--- src/rtl/run_controller.sv ---
// ---------------------------------------------------------------------------
// run_controller
//   Run/command sequencer between the USB command path and the readout
//   controller. Strobed host commands {op, val} are decoded into a run state
//   and an integration length. The block supports continuous runs,
//   N-frame bursts, a graceful stop at the next frame boundary, an immediate
//   abort, and deferred integration-length updates while a run is in flight.
//
// Ports
//   clk_in                  in   system clock
//   reset_n                 in   synchronous reset, active low
//   cmd[CMD_W]              in   {op[OP_W], val[VAL_W]} command word
//   cmd_valid               in   1-cycle strobe, cmd sampled this cycle
//   frame_done              in   1-cycle pulse at the end of each frame
//   running                 out  readout enable (registered)
//   integration_clock_count out  active integration length in clocks
//   frame_count[FRAME_W]    out  frames done since last START/BURST, saturating
//   state[2]                out  0 IDLE, 1 RUN_CONT, 2 RUN_BURST, 3 STOPPING
//   cmd_ack                 out  pulse one cycle after an accepted command
//   cmd_error               out  pulse one cycle after a rejected command
//
// Opcodes: 0 NOOP, 1 START, 2 STOP, 3 BURST, 4 SET_INTEG, 5 ABORT, 6/7 illegal.
// VAL_W + SCALE_SHIFT must not exceed CNT_W or the scaled value truncates.
// ---------------------------------------------------------------------------
module run_controller #(
  parameter int CMD_W         = 16,
  parameter int OP_W          = 3,
  parameter int SCALE_SHIFT   = 2,
  parameter int CNT_W         = 32,
  parameter int FRAME_W       = 16,
  parameter int DEFAULT_INTEG = 5000
) (
  input  logic               clk_in,
  input  logic               reset_n,
  input  logic [CMD_W-1:0]   cmd,
  input  logic               cmd_valid,
  input  logic               frame_done,
  output logic               running,
  output logic [CNT_W-1:0]   integration_clock_count,
  output logic [FRAME_W-1:0] frame_count,
  output logic [1:0]         state,
  output logic               cmd_ack,
  output logic               cmd_error
);

  localparam int VAL_W = CMD_W - OP_W;

  localparam logic [OP_W-1:0] OP_NOOP      = OP_W'(0);
  localparam logic [OP_W-1:0] OP_START     = OP_W'(1);
  localparam logic [OP_W-1:0] OP_STOP      = OP_W'(2);
  localparam logic [OP_W-1:0] OP_BURST     = OP_W'(3);
  localparam logic [OP_W-1:0] OP_SET_INTEG = OP_W'(4);
  localparam logic [OP_W-1:0] OP_ABORT     = OP_W'(5);

  typedef enum logic [1:0] {
    S_IDLE      = 2'd0,
    S_RUN_CONT  = 2'd1,
    S_RUN_BURST = 2'd2,
    S_STOPPING  = 2'd3
  } state_t;

  typedef struct packed {
    logic [OP_W-1:0]  op;
    logic [VAL_W-1:0] val;
  } cmd_t;

  cmd_t               cmd_d;
  logic [CNT_W-1:0]   val_scaled;
  logic [FRAME_W-1:0] burst_len;
  logic               val_zero;

  state_t             state_q, state_n;
  logic [CNT_W-1:0]   integ_q, integ_n;
  logic [CNT_W-1:0]   pend_q, pend_n;
  logic               pend_vld_q, pend_vld_n;
  logic [FRAME_W-1:0] frame_q, frame_n;
  logic [FRAME_W-1:0] remain_q, remain_n;
  logic               run_q;
  logic               ack_q, ack_n;
  logic               err_q, err_n;

  assign cmd_d      = cmd;
  assign val_scaled = CNT_W'(cmd_d.val) << SCALE_SHIFT;
  // Burst length takes the low FRAME_W bits of val (zero-extended if narrower).
  assign burst_len  = FRAME_W'(cmd_d.val);
  assign val_zero   = (cmd_d.val == '0);

  // Next-state logic. Evaluated in two phases so a frame boundary and a
  // command landing in the same cycle compose correctly: the frame boundary
  // moves the machine first, then the command acts on the resulting state
  // (so a START/BURST frame_count clear wins over the increment).
  always_comb begin
    state_n    = state_q;
    integ_n    = integ_q;
    pend_n     = pend_q;
    pend_vld_n = pend_vld_q;
    frame_n    = frame_q;
    remain_n   = remain_q;
    ack_n      = 1'b0;
    err_n      = 1'b0;

    // Phase 1: frame boundary (ignored while idle).
    if (frame_done && (state_q != S_IDLE)) begin
      if (frame_q != '1) frame_n = frame_q + FRAME_W'(1);
      if (pend_vld_q) begin
        integ_n    = pend_q;
        pend_vld_n = 1'b0;
      end
      case (state_q)
        S_RUN_BURST: begin
          remain_n = remain_q - FRAME_W'(1);
          // <= 1 rather than == 1 so a burst length that truncated to zero
          // still terminates on its first frame instead of wrapping.
          if (remain_q <= FRAME_W'(1)) begin
            remain_n = '0;
            state_n  = S_IDLE;
          end
        end
        S_STOPPING: state_n = S_IDLE;
        default: ;
      endcase
    end

    // Phase 2: command, applied on top of phase 1 results.
    if (cmd_valid) begin
      case (cmd_d.op)
        OP_NOOP: ;
        OP_START: begin
          if (val_zero) begin
            err_n = 1'b1;
          end else begin
            ack_n      = 1'b1;
            integ_n    = val_scaled;
            pend_vld_n = 1'b0;
            frame_n    = '0;
            state_n    = S_RUN_CONT;
          end
        end
        OP_STOP: begin
          ack_n = 1'b1;
          if ((state_n == S_RUN_CONT) || (state_n == S_RUN_BURST))
            state_n = S_STOPPING;
        end
        OP_BURST: begin
          if (val_zero) begin
            err_n = 1'b1;
          end else begin
            ack_n    = 1'b1;
            remain_n = burst_len;
            frame_n  = '0;
            state_n  = S_RUN_BURST;
          end
        end
        OP_SET_INTEG: begin
          if (val_zero) begin
            err_n = 1'b1;
          end else begin
            ack_n = 1'b1;
            if (state_n == S_IDLE) begin
              integ_n    = val_scaled;
              pend_vld_n = 1'b0;
            end else begin
              // Deferred to the next frame boundary; last write wins.
              pend_n     = val_scaled;
              pend_vld_n = 1'b1;
            end
          end
        end
        OP_ABORT: begin
          ack_n      = 1'b1;
          state_n    = S_IDLE;
          pend_vld_n = 1'b0;
          remain_n   = '0;
        end
        default: err_n = 1'b1;
      endcase
    end
  end

  always_ff @(posedge clk_in) begin
    if (!reset_n) begin
      state_q    <= S_IDLE;
      integ_q    <= CNT_W'(DEFAULT_INTEG);
      pend_q     <= '0;
      pend_vld_q <= 1'b0;
      frame_q    <= '0;
      remain_q   <= '0;
      run_q      <= 1'b0;
      ack_q      <= 1'b0;
      err_q      <= 1'b0;
    end else begin
      state_q    <= state_n;
      integ_q    <= integ_n;
      pend_q     <= pend_n;
      pend_vld_q <= pend_vld_n;
      frame_q    <= frame_n;
      remain_q   <= remain_n;
      run_q      <= (state_n != S_IDLE);
      ack_q      <= ack_n;
      err_q      <= err_n;
    end
  end

  assign running                 = run_q;
  assign integration_clock_count = integ_q;
  assign frame_count             = frame_q;
  assign state                   = state_q;
  assign cmd_ack                 = ack_q;
  assign cmd_error               = err_q;

endmodule

--- config.mk ---
export PLATFORM = sky130hd
export DESIGN_NAME = run_controller
export DESIGN_NICKNAME = d
export VERILOG_FILES = /design/src/rtl/run_controller.sv
export SDC_FILE = /design/constraint.sdc
export NUM_CORES = 1
export LEC_CHECK = 0
export CORE_UTILIZATION = 29
export CTS_BUF_LIST = sky130_fd_sc_hd__clkbuf_16
export CTS_CLUSTER_DIAMETER = 100
export DETAILED_ROUTE_END_ITERATION = 10
export GPL_ROUTABILITY_DRIVEN = 1
export SKIP_LAST_GASP = 1
export SLEW_MARGIN = 30
export SYNTH_ARGS = -nofsm -noshare
export SYNTH_HDL_FRONTEND = slang
export SYNTH_SLANG_ARGS = --single-unit
export TNS_END_PERCENT = 10
--- constraint.sdc ---
create_clock -name clk_in -period 2.2 [get_ports clk_in]
set_clock_uncertainty 0.1 [all_clocks]
set_input_delay 0.44 -clock clk_in [delete_from_list [all_inputs] [get_ports clk_in]]
set_output_delay 0.44 -clock clk_in [all_outputs]
set_load 0.05 [all_outputs]
# --- Word level (Yosys, flattened, before mapping) ---
# Cells that the tools add are included.
# Widths: inputs -> output; s select.
classes:
  n_addsub: 2
  order_cmp: 1
  n_eq_ne: 10
  n_mux: 36
  n_bitwise: 2
  n_reduce_logical: 13
op_table:
  columns: ["op", "count"]
  rows:
  - ["$mux 32", 6]
  - ["$mux 16", 10]
  - ["$pmux 32 s2", 1]
  - ["$pmux 16 s2", 1]
  - ["$add 16x1->16 const B", 1]
  - ["$le 16x1->1 const B", 1]
  - ["$ne 16x16->1 const B", 1]
  - ["$sub 16x1->16 const B", 1]
  - ["$logic_not 13->1", 1]
  - ["$mux 2", 6]
  - ["$pmux 2 s4", 1]
  - ["$mux 1", 7]
  - ["$eq 2x2->1 const B", 3]
  - ["$eq 3x2->1 const B", 2]
  - ["$eq 3x3->1 const B", 2]
  - ["$reduce_or 3->1", 2]
  - ["$pmux 1 s2", 2]
  - ["$pmux 2 s2", 1]
  - ["$reduce_and 4->1", 1]
  - ["$reduce_bool 2->1", 2]
  - ["$reduce_or 2->1", 2]
  - ["$eq 3x1->1 const B", 1]
  - ["$logic_not 3->1", 1]
  - ["$pmux 1 s3", 1]
  - ["other kinds (6)", 7]
totals:
  register_bits: 83
  in_bits: 20
  output_inout_bits: 53
  wordCells: 73

# --- Depth between registers and ports, before layout ---
# Gate-level depths: netlist (run 1).
logic_depth:
  word_depth: 10
  mapped_depth: 9
  depth_no_buf: 8

# --- Worst setup path before layout (run 1) ---
# OpenSTA, ideal clock, no wires.
synth_path:
  path_kind: "flip-flop to flip-flop"
  startpoint: "reg state_q[1] (netlist: state[1])"
  endpoint: "reg remain_q[7]"
  setup_ns: 0.070
  t_arrival_ns: 2.325
  t_required_ns: 2.030
  setup_slack_ns: -0.296
  path_stages_with_launch: 8
  path_buffers: 1
  synth_period_minus_slack_ns: 2.496
  cell_sequence: "dfxtp_1 > clkbuf_1 > nand3b_1 > or4_1 > nor4_1 > xnor2_1 > or3_1 > a21oi_1"
synth_via:
  elab_chain_len: 6
  elab_cells_between_ends: 8
  classes_between: "1 x eq/ne; 5 x mux; 2 x reduce/logical"
synth_rtl:
  columns: ["element", "line", "source"]
  rows:
  - ["from (decl)", "72", "state_t state_q, state_n;"]
  - ["from (signal assigned)", "192", "state_q <= state_n;"]
  - ["$eq 2x2->1 / $reduce_bool 2->1 (equally long branches)", "109, 103", null]
  - ["$mux 16 / $logic_and 1x1->1 (equally long branches)", "109, 103", null]
  - ["$mux 16 *", "103", "if (frame_done && (state_q != S_IDLE)) begin"]
  - ["$mux 16", "145", "if (val_zero) begin"]
  - ["$pmux 16 s2", "126", "case (cmd_d.op)"]
  - ["$mux 16 *", "125", "if (cmd_valid) begin"]
  - ["to (signal assigned)", "197", "remain_q <= remain_n;"]
  - ["to (decl)", "77", "logic [FRAME_W-1:0] remain_q, remain_n;"]
# Every way passes the cells marked *; elsewhere a longest branch is shown, timed or not.
# A chain may end at the register's enable or synchronous reset.

# --- Worst setup path in the final report (run 1) ---
layout_path:
  startpoint: "reg remain_q[12]"
  endpoint: "reg pend_q[14]"
layout_via:
  elab_chain_len: 7
layout_rtl:
  columns: ["element", "line", "source"]
  rows:
  - ["$le 16x1->1", "114", "if (remain_q <= FRAME_W'(1)) begin"]
  - ["$mux 2", "114", null]
  - ["$pmux 2 s2", "109", "case (state_q)"]
  - ["$mux 2", "103", null]
  - ["$logic_not 2->1", "159", "if (state_n == S_IDLE) begin"]
  - ["$not 1->1 (no source line)", null, null]
  - ["$reduce_and 4->1 (no source line)", null, null]
  - ["to (signal assigned)", "194", "pend_q <= pend_n;"]
  - ["to (decl)", "74", "logic [CNT_W-1:0] pend_q, pend_n;"]
# No other way between the ends.

==> results of run 1 <==
## where the power goes
part           switching [mW]  internal (mW)  total, mW
sequential             0.0225           1.53       1.56
clock                   0.662          0.885       1.55
combinational           0.300          0.261      0.560
total                   0.984           2.68       3.66
## synthesized netlist by cell type, types with 4 or more instances
library cell	instances
a21oi_1	23
and2_1	9
and2_4	10
and3_1	4
clkbuf_1	18
dfxtp_1	83
inv_1	6
mux2i_1	29
nand2_1	33
nand2b_1	4
nand3_1	17
nand4_1	5
nor2_1	56
nor3_1	7
nor4_1	7
o21a_1	5
o21ai_0	9
o221ai_1	4
o2bb2ai_1	8
or3_1	8
xnor2_1	8
xor2_1	16
## final timing paths
| path | startpoint | endpoint | slack (ns) | cells past startpoint |
|---|---|---|---|---|
| max | remain_q[12] | pend_q[14] | -0.27 | 9 |
| min | integration_clock_count[21] | integration_clock_count[21] | 0.36 | 1 |
| max reg2reg | remain_q[12] | pend_q[14] | -0.27 | 9 |
| min reg2reg | integration_clock_count[21] | integration_clock_count[21] | 0.36 | 1 |
## cell usage in the layout, fill, tap and decap left out, drive strengths merged, types with 9 or more instances in the layout
cell / Yosys / final
nand3: 17 / 17
clkbuf: 18 / 9
mux2i: 29 / 29
nand2: 33 / 33
dfxtp: 83 / 83
buf: 5 / 99
clkdlybuf4s50: 0 / 70
nor2: 56 / 56
a21oi: 24 / 24
and2: 22 / 22
xor2: 16 / 16
o21ai: 10 / 10
## timing repair
item | 4_1_cts | 5_1_grt
setup buffers | 6 | 0
gates resized for setup | 17 | 6
pin swaps | 15 | 7
endpoints found under the setup margin | 78 | 85
gates cloned | 4 | 0
## metrics by stage
step / worst slack, ns / utilization (%) / hold slack, ns / cell area, um^2 / power, mW
finish: -0.2745 / 46.00 / 0.3611 / 5923 / 3.663
detailed placement: -0.4977 / 42.34 / 0.3444 / 5451 / 2.111
CTS: -0.2542 / 45.99 / 0.3640 / 5922 / 3.686
floorplan: -0.2327 / - / 0.3593 / 3900 / 1.859
global route: -0.3604 / 46.00 / 0.3860 / 5923 / 3.801
global placement: -0.4339 / 42.34 / 0.3440 / 5451 / 2.105
## worst max-delay path: cells and delay by family (launching register included)
| family | cells | cell delay [ns] |
|---|---|---|
| mux | 1 | 0.22 |
| compound gates | 2 | 0.30 |
| simple gates | 3 | 0.99 |
| flops | 1 | 0.32 |
| buf+inv | 3 | 0.44 |
## state kept, by name (all words and copies together), names as in the netlist
signal,cells
running,1
integration_clock_count,32
frame_count,16
pend_vld_q,1
cmd_error,1
cmd_ack,1
pend_q,13
remain_q,16
state,2
## cell families after synthesis
kind of cell	after synthesis
flip-flops	83
multiplexers	31
AND/OR/NAND/NOR	184
XOR/XNOR	24
buffers and inverters	29
AO/OA/AOI/OAI	79
adder cells (fa/ha/maj)	3
## layout make-up
cell class	instances	area, um^2	share of cell area (%)
clock buffer	9	225.2	3.802
inverter	6	22.52	0.3802
sequential	83	1665	28.12
multi-input combinational	324	2223	37.54
timing repair buffer	169	1496	25.26
tap	172	215.2	3.633
clock inverter	7	75.07	1.267
## routing by layer
metal,share of wire (%),routed length (um),up-vias,track usage (%)
li1,-,-,1872,-
met1,46,5495,1815,22.56
met2,49,5763,105,29.93
met3,3.7,433,12,3.779
met4,1.2,141,0,5.449
met5,0,0,-,0
==> impl_metrics.yaml, run 1 <==
critical_path:
  slowest_stage: "or4_4"
  critPathArrivalTime_ns: 2.61
  crit_top_cell: "buf_6"
  timing.critical_path.cells: "or4_4 > nor4b_4 > a21oi_4 > buf_6 > o211ai_4 > buf_6 > buf_12 > mux2i_4 > nor2_1"
  cpPeakStageDelay_ns: 0.55
  cp_data_required_time_ns: 2.34
  crit_path_capture_type: "flop"
  worst-path-max-fanout: 7
  worst_setup_path_start_kind: "flop"
  crit_type: "flop to flop"
synthesis:
  synth-warning-count: 0
  synth_simple_gate_area_share_pct: 25.25
  synth_area_leader: "dfxtp_1"
  syn_area_per_cell_um2: 8.995
  synth-adder-area-share_pct: 0.9637
  synth_seq_area_share_pct: 42.66
  ys_ff_latch: 83
  post_synth_inst_count: 433
  synth-xor-area-share_pct: 5.397
  synthesis.nets: 456
  synth_edf_count: 0
  synth.area.mux_share_pct: 8.031
  postSynth.asyncResetShare_pct: 0
  netlist.area_leader.share_pct: 42.66
  synth.top_cells.by_area: "dfxtp_1, mux2i_1, nor2_1"
  synth-compound-area-share_pct: 14.42
  ys_dominant_reg_cell: "dfxtp_1"
  yosys.cell_types.count: 61
  post_synth_instance_area_um2: 3895
  synth_top_family_by_area: "simple AND/OR/NAND/NOR gates"
route:
  antenna_left: 0
  routed_via_density: 4.940
  detailed_route_drc_error_count: 0
  vias: 3804
  drt_wl_total_um: 11830
  drtIter0Drc: 183
  drt-pass1-iter-count: 5
  post_drt_wl_per_cell_um: 15.37
pwr:
  ir_drop_mv: 0.3422
  power_per_cell_area_nw_per_um2: 618.4
  total_leakage_power_nw: 2.466
clock_network:
  cts_max_path_buffers: 2
  holdBufCountCts: 0
  tritoncts: "built"
  cts_htree_levels: 3
  worstSkewPairLatency_ns: 0.35
  clkSinkCount: 83
  ctsRootBufferMaster: "clkbuf_16"
  clock_transition_at_the_registers_of_the_reported_paths_ns: 0.07
  numCtsBuffers: 9
global_routing:
  global_route.overflow_total: 0
  first_pass_grt_wire_length_um: 19460
  grt_pass1_vias: 3820
  gr-usage-all-layers_pct: 17.78
  grt_antenna_before_repair: 0
  grt_max_degree: 17
place:
  port_buffers: 72
  placed_cells_incl_taps: 745
  dpl.hpwl_um: 8274
  gp_congestion: 0.8913
die:
  floorplan.rows: 41
  design.portCount: 73
  die_y_um: 117.9
  floorplan.die_area_um2: 13900
  die_width_um: 117.9
  core_um2: 12880
  starting_density_of_the_core_pct: 30.25
status:
  failed_checks: "setup timing"
  outcome: "finished, violations left"
sta:
  min_period_ns: 2.475
  worstMarginPinSlew_ns: 0.8762
  max_transition_margin_pct: 41.46
  unrepaired_setup_endpoints_after_global_routing: "true"
  setup_viols_final: 79
  timing.final.ws_setup_ns: -0.2745
  report.final.hold_viol_count: 0
  timing.final.max_slew_violations: 0
  totalNegativeSetupSlack_ns: -12.52
  min_period_over_period_pct: 112.5
  max_clock_freq_mhz: 404.1
final_layout:
  fillers: 1204
  n_antenna_cell: 0
  num-nets-final: 616
  fin_cells: 770
  area_delta_synth_final_pct: 52.07
  drive_gt1_share_pct: 25.59
flow_run:
  max_cap_viol_count: 0
min_path:
  worst_hold_path_type: "flop to flop"
Note: power is estimated with default switching activity, not from simulation.
==> run 2, diff against run 1 <==
--- a/config.mk
+++ b/config.mk
@@ -5,6 +5,7 @@
 export SDC_FILE = /design/constraint.sdc
 export NUM_CORES = 1
 export LEC_CHECK = 0
+export CORE_MARGIN = 8
 export CORE_UTILIZATION = 29
 export CTS_BUF_LIST = sky130_fd_sc_hd__clkbuf_16
 export CTS_CLUSTER_DIAMETER = 100
==> run 2 against run 1 <==
  * The flow still finishes with violations (setup timing)
  * Largest power group unchanged
  * Sequential power barely moved
  * Non-clock buffer count fell by 1
  * Count of clock-buffer cells in the layout stayed put
  * Final cell count stayed put
==> impl_metrics.yaml, run 2 (same netlist as run 1, synthesis figures left out) <==
status:
  failed_checks: "setup timing"
  outcome: "finished, violations left"
place:
  gp_congestion: 0.8336
  dpl.hpwl_um: 8607
  postPlaceCellArea_um2: 5444
  preCtsSetupSlack_ns: -0.4500
  port_buffers: 72
pwr:
  total_leakage_power_nw: 2.505
  ir_drop_mv: 0.3972
  power_per_cell_area_nw_per_um2: 595.6
min_path:
  worstHoldStart: "integration_clock_count[20]"
  holdPathStages: 1
  worst_hold_path_type: "flop to flop"
  whs_endpoint: "integration_clock_count[20]"
die:
  floorplan.die_area_um2: 17400
  design.portCount: 73
  starting_density_of_the_core_pct: 29.53
  die_y_um: 131.9
  floorplan.rows: 42
  core_um2: 13190
  die_width_um: 131.9
clock_network:
  cts_htree_levels: 3
  cts_max_path_buffers: 2
  ctsRootBufferMaster: "clkbuf_16"
  holdBufCountCts: 0
  tritoncts: "built"
  clock_transition_at_the_registers_of_the_reported_paths_ns: 0.06
  worstSkewPairLatency_ns: 0.34
  numCtsBuffers: 9
  clkSinkCount: 83
final_layout:
  fillers: 1267
  area_delta_synth_final_pct: 51.24
  area.sequential_um2: 1664
  most_frequent_standard_cell_in_the_layout_excluding_fill_and_tap_cells: "buf_4"
  n_antenna_cell: 0
  num-nets-final: 612
  largest_register_ffs: 32
  drive_gt1_share_pct: 25.42
  postLayoutCellArea_um2: 5891
  final_cell_mix: "buf_4, dfxtp_1, clkdlybuf4s50_1"
  multi_input_comb_area_um2: 2187
critical_path:
  crit_type: "flop to flop"
  r2r-start: "remain_q[6]"
  slowest_stage: "or4_4"
  worst_setup_path_start_kind: "flop"
  cp_data_required_time_ns: 2.33
  critPathArrivalTime_ns: 2.52
  cpPeakStageDelay_ns: 0.55
  timing.critical_path.cells: "or4_4 > nor4b_4 > a21oi_2 > buf_6 > o211ai_4 > buf_12 > mux2i_2 > nor2_1"
  ff2ff_setup_slack_ns: -0.19
  cp-startpoint: "remain_q[6]"
  crit_path_capture_type: "flop"
  r2r_cells: 8
  worst-path-max-fanout: 7
  worst_r2r_endpoint: "pend_q[5]"
sta:
  worstMarginPinSlew_ns: 0.7606
  max_transition_margin_pct: 49.19
  unrepaired_setup_endpoints_after_global_routing: "true"
  report.final.hold_viol_count: 0
  max_clock_freq_mhz: 418.8
  min_period_ns: 2.388
  setup_viols_final: 54
  min_period_over_period_pct: 108.5
  timing.final.max_slew_violations: 0
  timing.final.ws_setup_ns: -0.1880
route:
  drtIter0Drc: 229
  routed_via_density: 4.843
  drt_wl_total_um: 11530
  antenna_left: 0
  vias: 3729
  post_drt_wl_per_cell_um: 14.97
  drt-pass1-iter-count: 4
  detailed_route_drc_error_count: 0
global_routing:
  top_usage_layer: "met2"
  gr-usage-all-layers_pct: 13.05
  use_met1_pct: 15.41
  global_route.overflow_total: 0
  gr-usage-met2_pct: 21.35
  grt_antenna_before_repair: 0
  grt_pass1_vias: 3713
  grt.met3_usage_pct: 4.573
  first_pass_grt_wire_length_um: 18640
  grt_max_degree: 20
flow_run:
  max_cap_viol_count: 0
-- run 2: cell types whose count changed in the layout (fill, tap and decap cells not counted), moves of 2 or more --
| cell | delta |
|---|---|
| and2_4 | -4 |
| and2_2 | +3 |
| clkdlybuf4s50_1 | -7 |
| dlymetal6s2s_1 | +7 |
| a21oi_2 | +2 |
| buf_4 | -3 |
| o211a_4 | -2 |
-- run 2: how the worst max path moves through the flow --
stage,endpoint,slack (ns)
6_report,pend_q[5],-0.19
5_1_grt,pend_q[5],-0.30
4_1_cts,integration_clock_count[16],-0.19
3_5_place_dp,remain_q[5],-0.45
3_3_place_gp,remain_q[8],-0.44
2_1_floorplan,integration_clock_count[0],-0.23
-- run 2: what timing repair did --
| action | 4_1_cts | 5_1_grt |
|---|---|---|
| gates cloned | 0 | 3 |
| buffers inserted | 1 | 1 |
| pin swaps | 1 | 10 |
| endpoints found under the setup margin | 56 | 84 |
| resized for setup | 2 | 26 |
-- run 2: stage by stage --
step	TNS, ns	instances	util, %	total power [mW]	hold WS, ns
after floorplan	-8.915	433	-	1.859	0.3593
after global placement	-27.32	749	41.27	2.105	0.3436
after detailed placement	-27.16	749	41.27	2.111	0.3446
after CTS	-6.808	766	43.51	3.544	0.3638
after global routing	-13.24	770	44.66	3.681	0.3712
final	-6.679	770	44.66	3.508	0.3567
-- run 2: critical path, delay by kind of cell (launching register included) --
kind / cells / cell delay, ns
and+or+nand+nor: 3 / 0.94
AOI/OAI and AO/OA: 2 / 0.38
buffers and inverters: 2 / 0.33
DFF: 1 / 0.32
muxes: 1 / 0.21
-- run 2: power breakdown --
| part | leakage [nW] | switching [mW] | internal [mW] | total, mW |
|---|---|---|---|---|
| clock | 0.130 | 0.623 | 0.771 | 1.39 |
| sequential | 0.672 | 0.0225 | 1.53 | 1.56 |
| combinational | 1.70 | 0.298 | 0.260 | 0.558 |
-- run 2: layer usage --
layer,vias to the layer above,part of all wire [%]
met5,-,0
met4,0,1.6
met3,15,5.9
met2,96,47
met1,1758,46
li1,1860,-
-- run 2: area by class of cell --
class,count,area share (%)
Sequential cell,83,28.25
Timing Repair Buffer,168,25.79
Clock inverter,7,0.8921
Clock buffer,9,3.823
Inverter,6,0.3823
Tap cell,176,3.738
Multi-Input combinational cell,321,37.13
==> run 3, diff against run 2 <==
--- a/config.mk
+++ b/config.mk
@@ -5,12 +5,16 @@
 export SDC_FILE = /design/constraint.sdc
 export NUM_CORES = 1
 export LEC_CHECK = 0
+export CAP_MARGIN = 20
+export CELL_PAD_IN_SITES_DETAIL_PLACEMENT = 2
+export CELL_PAD_IN_SITES_GLOBAL_PLACEMENT = 2
 export CORE_MARGIN = 8
 export CORE_UTILIZATION = 29
 export CTS_BUF_LIST = sky130_fd_sc_hd__clkbuf_16
 export CTS_CLUSTER_DIAMETER = 100
 export DETAILED_ROUTE_END_ITERATION = 10
 export GPL_ROUTABILITY_DRIVEN = 1
+export PLACE_DENSITY_LB_ADDON = 0.1
 export SKIP_LAST_GASP = 1
 export SLEW_MARGIN = 30
 export SYNTH_ARGS = -nofsm -noshare
==> constraint.sdc (replaced) <==
create_clock -name clk_in -period 2.5 [get_ports clk_in]
set_clock_uncertainty 0.1 [all_clocks]
set_input_delay 0.5 -clock clk_in [delete_from_list [all_inputs] [get_ports clk_in]]
set_output_delay 0.5 -clock clk_in [all_outputs]
set_load 0.05 [all_outputs]
==> run 3 against run 2 <==
  * The run now ends clean
  * Wire length grew 16%
  * First-iteration DRC count shrank 45%
  * Sequential share of layout area grew 0.63 points
  * Critical path type unchanged
  * Critical endpoint is now integration_clock_count[18]
  * Largest cell class unchanged
==> impl_metrics.yaml, run 3 (same netlist as run 1, synthesis figures left out) <==
sta:
  report.final.hold_viol_count: 0
  timing.final.max_slew_violations: 0
  timing.final.ws_setup_ns: 0.05555
  max_transition_margin_pct: 54.30
  min_period_ns: 2.444
  unrepaired_setup_endpoints_after_global_routing: "true"
  max_clock_freq_mhz: 409.1
  worstMarginPinSlew_ns: 0.6841
  min_period_over_period_pct: 97.78
  setup_viols_final: 0
pwr:
  total_leakage_power_nw: 2.392
  power_per_cell_area_nw_per_um2: 589.1
  ir_drop_mv: 0.3086
  finalPower_mw: 3.390
place:
  gp_congestion: 0.7486
  port_buffers: 72
  postPlaceCellArea_um2: 5371
  preCtsSetupSlack_ns: -0.3197
  dpl.hpwl_um: 10020
route:
  antenna_left: 0
  drt-pass1-iter-count: 4
  detailed_route_drc_error_count: 0
  post_drt_wl_per_cell_um: 17.70
  drtIter0Drc: 125
  vias: 3749
  routed_via_density: 4.966
  drt_wl_total_um: 13370
global_routing:
  gr-usage-all-layers_pct: 15.81
  grt_max_degree: 20
  grt_pass1_vias: 4209
  grt_antenna_before_repair: 0
  first_pass_grt_wire_length_um: 22290
  global_route.overflow_total: 0
clock_network:
  clock_transition_at_the_registers_of_the_reported_paths_ns: 0.06
  clkSinkCount: 83
  cts_htree_levels: 3
  numCtsBuffers: 9
  tritoncts: "built"
  holdBufCountCts: 0
  ctsRootBufferMaster: "clkbuf_16"
  cts_max_path_buffers: 2
  worstSkewPairLatency_ns: 0.35
final_layout:
  n_antenna_cell: 0
  drive_gt1_share_pct: 21.24
  fillers: 1435
  largest_register_ffs: 32
  postLayoutCellArea_um2: 5754
  num-nets-final: 597
  most_frequent_standard_cell_in_the_layout_excluding_fill_and_tap_cells: "dfxtp_1"
  area_delta_synth_final_pct: 47.74
  final_cell_mix: "dfxtp_1, buf_4, clkdlybuf4s50_1"
min_path:
  worst_hold_path_type: "flop to flop"
critical_path:
  worst-path-max-fanout: 19
  critPathArrivalTime_ns: 2.58
  timing.critical_path.cells: "or4_4 > nor4b_4 > a21oi_2 > o31a_1 > o211a_4 > and2_2"
  crit_path_capture_type: "flop"
  cp_data_required_time_ns: 2.64
  crit_type: "flop to flop"
  worst_setup_path_start_kind: "flop"
  slowest_stage: "or4_4"
  cpPeakStageDelay_ns: 0.56
  path_buf_inv: 0
  worst_path_dominant_cell_family: "simple AND/OR/NAND/NOR gates"
die:
  design.portCount: 73
  die_y_um: 131.9
  floorplan.rows: 42
  die_width_um: 131.9
  core_um2: 13190
  starting_density_of_the_core_pct: 29.53
  floorplan.die_area_um2: 17400
flow_run:
  max_cap_viol_count: 0
status:
  outcome: "completed"
==> run 3: cell types whose count changed in the layout (fill, tap and decap cells not counted), moves of 2 or more <==
cell	delta
buf_4	-13
clkdlybuf4s50_1	+9
dlymetal6s2s_1	-7
buf_6	-4
bufinv_16	+3
buf_12	+2
clkinvlp_4	-2
dfxtp_1	+2
dfxtp_2	-2
inv_6	-2
==> run 3: cell type report <==
cell class	count	area, um^2	share of cell area, %
Clock buffer	9	225.2	3.914
Inverter	6	22.52	0.3914
Sequential cell	83	1662	28.88
Clock inverter	7	115.1	2.000
Tap cell	176	220.2	3.827
Timing Repair Buffer	153	1383	24.03
Multi-Input combinational cell	321	2127	36.96
==> run 3: stage by stage <==
stage / util (%) / setup TNS [ns] / cells / hold slack, ns
2_1_floorplan: - / 0 / 433 / 0.3593
3_3_place_gp: 40.72 / -12.04 / 736 / 0.3428
3_5_place_dp: 40.72 / -13.97 / 736 / 0.3493
4_1_cts: 43.33 / 0 / 752 / 0.3736
5_1_grt: 43.63 / -0.6536 / 755 / 0.3850
6_report: 43.63 / 0 / 755 / 0.3696
==> run 3: path summary, 6_finish.rpt <==
check,from,endpoint,slack (ns),depth (start not counted)
worst max-delay path,remain_q[9],integration_clock_count[18],0.06,6
worst min-delay path,integration_clock_count[20],integration_clock_count[20],0.37,1
worst max register to register,remain_q[9],integration_clock_count[18],0.06,6
worst min register to register,integration_clock_count[20],integration_clock_count[20],0.37,1
==> run 3: per-layer routing <==
layer / vias up / GRT usage [%] / share of wire (%)
met3: 14 / 3.849 / 2.9
met2: 43 / 28.15 / 51
met1: 1873 / 18.19 / 44
met5: - / 0 / 0
met4: 0 / 4.850 / 1.3
li1: 1819 / - / -
==> run 3: report_power, final <==
part           total, mW  switching, mW  internal [mW]
sequential          1.37         0.0211           1.35
clock               1.55          0.578          0.975
combinational      0.466          0.255          0.211
total               3.39          0.855           2.53
==> run 3: repair_timing <==
item	in CTS	in global routing
pin swaps	0	4
resized for setup	1	3
setup buffers	0	3
setup endpoints to repair	22	36
